[config.mk]
export PLATFORM = sky130hd
export DESIGN_NAME = pc_gen
export DESIGN_NICKNAME = d
export VERILOG_FILES = /design/src/rtl/pc_gen.sv
export SDC_FILE = /design/constraint.sdc
export NUM_CORES = 1
export LEC_CHECK = 0
export ABC_AREA = 1
export CELL_PAD_IN_SITES_DETAIL_PLACEMENT = 1
export CELL_PAD_IN_SITES_GLOBAL_PLACEMENT = 2
export CORE_MARGIN = 2
export CORE_UTILIZATION = 22
export CTS_CLUSTER_SIZE = 20
export DETAILED_ROUTE_END_ITERATION = 8
export PLACE_DENSITY_LB_ADDON = 0.1
export SLEW_MARGIN = 30
export SYNTH_ARGS = -nofsm -noshare
export SYNTH_HDL_FRONTEND = slang
export SYNTH_SLANG_ARGS = --single-unit
export TNS_END_PERCENT = 1
[constraint.sdc]
create_clock -name clk -period 2.1 [get_ports clk]
set_clock_uncertainty 0.1 [all_clocks]
set_input_delay 0.21 -clock clk [delete_from_list [all_inputs] [get_ports clk]]
set_output_delay 0.21 -clock clk [all_outputs]
set_load 0.005 [all_outputs]
[src/rtl/pc_gen.sv]
// Fetch-address generator for the IF stage: owns the fetch PC and picks the next PC.
// Redirect priority: pipeline flush, BPU correction, BPU taken prediction, then sequential PC+4.
package pc_gen_pkg;
    typedef struct packed {
        logic ex;
        logic eret;
        logic tlb_op;
    } pipeline_flush_t;
endpackage

module pc_gen
    import pc_gen_pkg::*;
#(
    parameter int              PC_W     = 32,
    parameter logic [PC_W-1:0] RESET_PC = 32'hBFC0_0000
) (
    input  logic            clk,
    input  logic            reset,
    input  pipeline_flush_t pipeline_flush,
    input  logic [PC_W-1:0] flush_target,
    input  logic            pred_valid,
    input  logic            pred_taken,
    input  logic [PC_W-1:0] pred_target,
    input  logic [PC_W-1:0] pred_pc,
    input  logic            bpu_flush,
    input  logic            is_correction,
    input  logic [PC_W-1:0] correct_target,
    output logic            correct_finish,
    output logic            inst_req,
    output logic [PC_W-1:0] inst_addr,
    input  logic            inst_addr_ok,
    output logic            fs_flush
);

    typedef enum logic [1:0] {RUN, SLOT, HOLD, CORR} state_t;

    state_t          state;
    logic [PC_W-1:0] pc;
    logic [PC_W-1:0] pend_target;
    logic            accept;
    logic            any_flush;
    logic            pred_hit;

    localparam logic [PC_W-1:0] STEP = PC_W'(4);

    assign accept    = inst_req && inst_addr_ok;
    assign any_flush = |pipeline_flush;
    assign pred_hit  = pred_valid && pred_taken;
    assign inst_addr = (state == CORR) ? correct_target : pc;

    always_ff @(posedge clk) begin
        if (reset) begin
            pc             <= RESET_PC;
            state          <= RUN;
            inst_req       <= 1'b0;
            correct_finish <= 1'b0;
            fs_flush       <= 1'b0;
            pend_target    <= '0;
        end else begin
            correct_finish <= 1'b0;
            fs_flush       <= 1'b0;
            if (any_flush) begin
                pc          <= flush_target;
                state       <= RUN;
                pend_target <= '0;
                fs_flush    <= 1'b1;
                inst_req    <= 1'b1;
            end else begin
                case (state)
                    RUN, SLOT: begin
                        // The BPU leaves CORRECTION on the edge that samples correct_finish,
                        // so its is_correction is still high during that cycle and must be ignored.
                        if (is_correction && !correct_finish) begin
                            state       <= CORR;
                            pend_target <= '0;
                            inst_req    <= 1'b1;
                        end else if (bpu_flush) begin
                            state       <= HOLD;
                            pend_target <= '0;
                            inst_req    <= inst_req && !inst_addr_ok;
                        end else if (state == SLOT) begin
                            inst_req <= 1'b1;
                            if (accept) begin
                                pc    <= pend_target;
                                state <= RUN;
                            end
                        end else if (pred_hit) begin
                            inst_req    <= 1'b1;
                            pend_target <= pred_target;
                            if (pc == pred_pc + STEP) begin
                                if (accept) pc <= pred_target;
                                else        state <= SLOT;
                            end else begin
                                // Delay slot already went out; anything fetched past it is wrong-path.
                                pc       <= pred_target;
                                fs_flush <= 1'b1;
                            end
                        end else begin
                            inst_req <= 1'b1;
                            if (accept) pc <= pc + STEP;
                        end
                    end
                    HOLD: begin
                        if (is_correction) begin
                            state    <= CORR;
                            inst_req <= 1'b1;
                        end else if (accept) begin
                            inst_req <= 1'b0;
                        end
                    end
                    CORR: begin
                        inst_req <= 1'b1;
                        if (accept) begin
                            pc             <= correct_target + STEP;
                            state          <= RUN;
                            correct_finish <= 1'b1;
                            fs_flush       <= 1'b1;
                        end
                    end
                    default: state <= RUN;
                endcase
            end
        end
    end

endmodule
==> results.py <==
metrics = {
    "clock_tree": {
        "cts_tree": "yes",
        "root_buffer": "clkbuf_16",
        "cts_max_level": 3,
        "cts_buffers": 9,
        "clock_path_buffers": 2,
        "clk_latency_ns": 0.35,
        "cts.sinks": 69,
        "cts.clk_slew.worst_paths_ns": 0.06,
        "postCtsHoldBufs": 0,
    },
    "pwr": {
        "leakagePower_nw": 5.893,
        "internal_power_mw": 3.497,
        "pwr_density_cell_mw_per_mm2": 417.1,
        "p_sw_share_pct": 32.85,
        "p_seq_share_pct": 27.6,
        "power_frac_clock_pct": 35.4,
        "irDropWorstVdd_v": 0.0003566,
        "power_switching_mw": 1.711,
        "pwr-share-comb_pct": 37.0,
    },
    "worst_setup_path": {
        "cp.required_ns": 2.29,
        "worst_path_max_delay_cell": "dfxtp_4",
        "crit_family": "simple AND/OR/NAND/NOR gates",
        "slowest_delay_ns": 0.37,
        "start_kind": "flop",
        "crit_buf_inv": 3,
        "critPathMaxFanout": 5,
        "path_cells": "buf_12, ha_2, buf_6, nand2_2, nor3_1, nor3_2, buf_4, o21ai_0, nand3_1, nand2_1, nand4_1, nand3_1",
        "crit_type": "reg2reg",
        "cp_data_arrival_time_ns": 2.47,
        "cpMostUsedCell": "nand3_1",
        "crit_path_end_kind": "flop",
    },
    "outcome": {
        "status": "finished, violations left",
        "violations": "negative setup slack",
    },
    "detailed_routing": {
        "detail_route.first_pass.iterations": 5,
        "ant_nets": 0,
        "drt_wl_total_mm": 40.10,
        "via_count": 10040,
        "route.detailed.drc": 0,
        "routedWlPerCell_um": 18.17,
        "drtIter0Drc": 494,
        "viasPerCell": 4.549,
    },
    "die": {
        "dieArea_mm2": 0.03399,
        "die_h_um": 184.4,
        "die_w_um": 184.4,
        "rows": 66,
        "initial_core_util_pct": 22.17,
        "core_area_mm2": 0.03229,
        "io-pin-count": 173,
    },
    "logic_synthesis": {
        "synthTopCellsByArea": "nand2_1 (25%), dfxtp_1 (19%), nor2_1 (9.0%)",
        "yosysSeqAreaShare_pct": 19.30,
        "synth_area_per_cell_um2": 5.381,
        "synth_top_area_share_pct": 25.17,
        "ys.warnings.count": 0,
        "ys_seq_elements": 69,
        "synthFlopType": "dfxtp_1",
        "synth_edf_count": 0,
        "syn_nets": 1471,
        "synth_top_area_cell": "nand2_1",
        "syn_inst": 1330,
        "ys_types": 43,
        "async_flop_share_pct": 0,
        "syn_area_mm2": 0.007157,
    },
    "place": {
        "port_buffers": 172,
        "hpwl_mm": 33.44,
        "globalplace.congestion": 0.8942,
    },
    "timing": {
        "fmax_mhz": 439.7,
        "tightest_slew_ns": 0.4270,
        "slew_violations": 0,
        "fin_crit_ns": 2.274,
        "slew_headroom_pct": 71.24,
        "rsz0062_at_grt": "yes",
        "setup_ws_ns": -0.1742,
        "min_period_over_period_pct": 108.3,
        "holdWs_ns": 0.3517,
        "hold_viol": 0,
        "setup_viol": 38,
    },
    "layout": {
        "syn2layout_area_growth_pct": 74.46,
        "finish.utilization_pct": 38.67,
        "nNetsFinal": 1901,
        "drive_above_1_share_pct": 26.86,
        "antennaDiodeCount": 0,
        "nFillCells": 4259,
    },
    "global_routing": {
        "grt.overflow.total": 0,
        "grt_start_max_net_pins": 34,
        "grtUsageTotal_pct": 23.64,
        "grt_pass1_vias": 10450,
        "grt_pass1_wl_mm": 60.24,
        "antenna_found_initial": 1,
    },
    "worst_hold_path": {
        "hp-class": "in2reg",
    },
    "flow_run": {
        "cap_violations": 0,
    },
}
-- final timing paths --
path	from	slack [ns]	end	cells after the start
setup / recovery	pc[2]	-0.17	pc[24]	12
hold / removal	pred_target[21]	0.35	pend_target[21]	3
setup reg to reg	pc[2]	-0.17	pc[24]	12
hold reg to reg	pend_target[21]	0.36	pend_target[21]	2
-- per-stage QoR --
step	total power [mW]	area, um2	TNS [ns]	cells	setup slack, ns
global route	5.467	12490	-9.682	2207	-0.3138
finish	5.208	12490	-3.543	2207	-0.1742
floorplan	2.141	7164	-0.09102	1330	-0.009102
CTS	5.222	12240	-9.379	2204	-0.2966
global placement	3.282	11520	-33.06	2178	-0.9132
detailed placement	3.298	11520	-34.45	2178	-0.9895
-- layer usage --
| layer | vias up | share of wire, % | GRT usage [%] | routed length [um] |
|---|---|---|---|---|
| li1 | 5111 | - | - | - |
| met1 | 4703 | 49 | 32.35 | 19520 |
| met2 | 198 | 47 | 40.18 | 18780 |
| met4 | 0 | 1.8 | 6.080 | 738 |
| met3 | 28 | 2.6 | 1.581 | 1062 |
| met5 | - | 0 | 0 | 0 |
-- what timing repair did --
| action | in CTS | in global routing |
|---|---|---|
| buffers inserted | 8 | 6 |
| hold endpoints to repair | 0 | 0 |
| pin swaps | 25 | 31 |
| setup endpoints to repair | 66 | 76 |
| gates cloned | 2 | 0 |
| gates resized for setup | 110 | 111 |
-- registers in the layout, indices dropped and copies added, names as in the netlist --
register / count
fs_flush: 1
pc: 32
correct_finish: 1
inst_req: 1
pend_target: 32
state: 2
-- worst min-delay path: stages --
cell and delay [ns]:
clkdlybuf4s50_1 0.42, nand2_1 0.07, a21oi_1 0.05
-- final cells by class --
| class | count | area [um2] | area share (%) |
|---|---|---|---|
| Multi-Input combinational cell | 1064 | 5413 | 43.35 |
| Clock buffer | 9 | 225.2 | 1.804 |
| Timing Repair Buffer | 480 | 4238 | 33.94 |
| Tap cell | 442 | 553.0 | 4.429 |
| Sequential cell | 69 | 1421 | 11.38 |
| Clock inverter | 7 | 123.9 | 0.9921 |
| Inverter | 136 | 511.7 | 4.099 |
-- cell families after synthesis --
kind of cell               share of synthesized area, %
buffers and inverters                             10.70
xor gates and xnor gates                          6.364
adders and majority gates                        0.5245
and+or+nand+nor                                   48.97
AOI/OAI and AO/OA                                 13.86
muxes                                            0.2797
DFF                                               19.30
-- layout by cell type, fill, tap and decap left out, drive strengths merged, types with 48 or more instances in the layout --
cell type        n
dfxtp           69
inv            132
nor2           187
clkdlybuf4s50  136
a21oi           56
nand4           48
nand3           75
nand2          484
buf            308
o21ai           83
-- cell usage after synthesis, drive strengths merged, types with 9 or more instances --
cell / number
xor2: 35
nor3: 17
clkbuf: 46
a21oi: 56
nand4: 48
nor2: 187
buf: 15
o211ai: 9
dfxtp: 69
inv: 132
nand3: 75
o21ai: 83
nand2: 484
xnor2: 17
-- power by group through the flow --
| stage | registers [mW] | clock network, mW | logic, mW |
|---|---|---|---|
| 6_report | 1.44 | 1.84 | 1.92 |
| 5_1_grt | 1.45 | 1.92 | 2.10 |
| 4_1_cts | 1.43 | 1.88 | 1.91 |
| 3_5_place_dp | 1.46 | 0 | 1.83 |
| 3_3_place_gp | 1.46 | 0 | 1.82 |
| 2_1_floorplan | 1.44 | 0 | 0.700 |
Power figures use the tool's default switching activity.
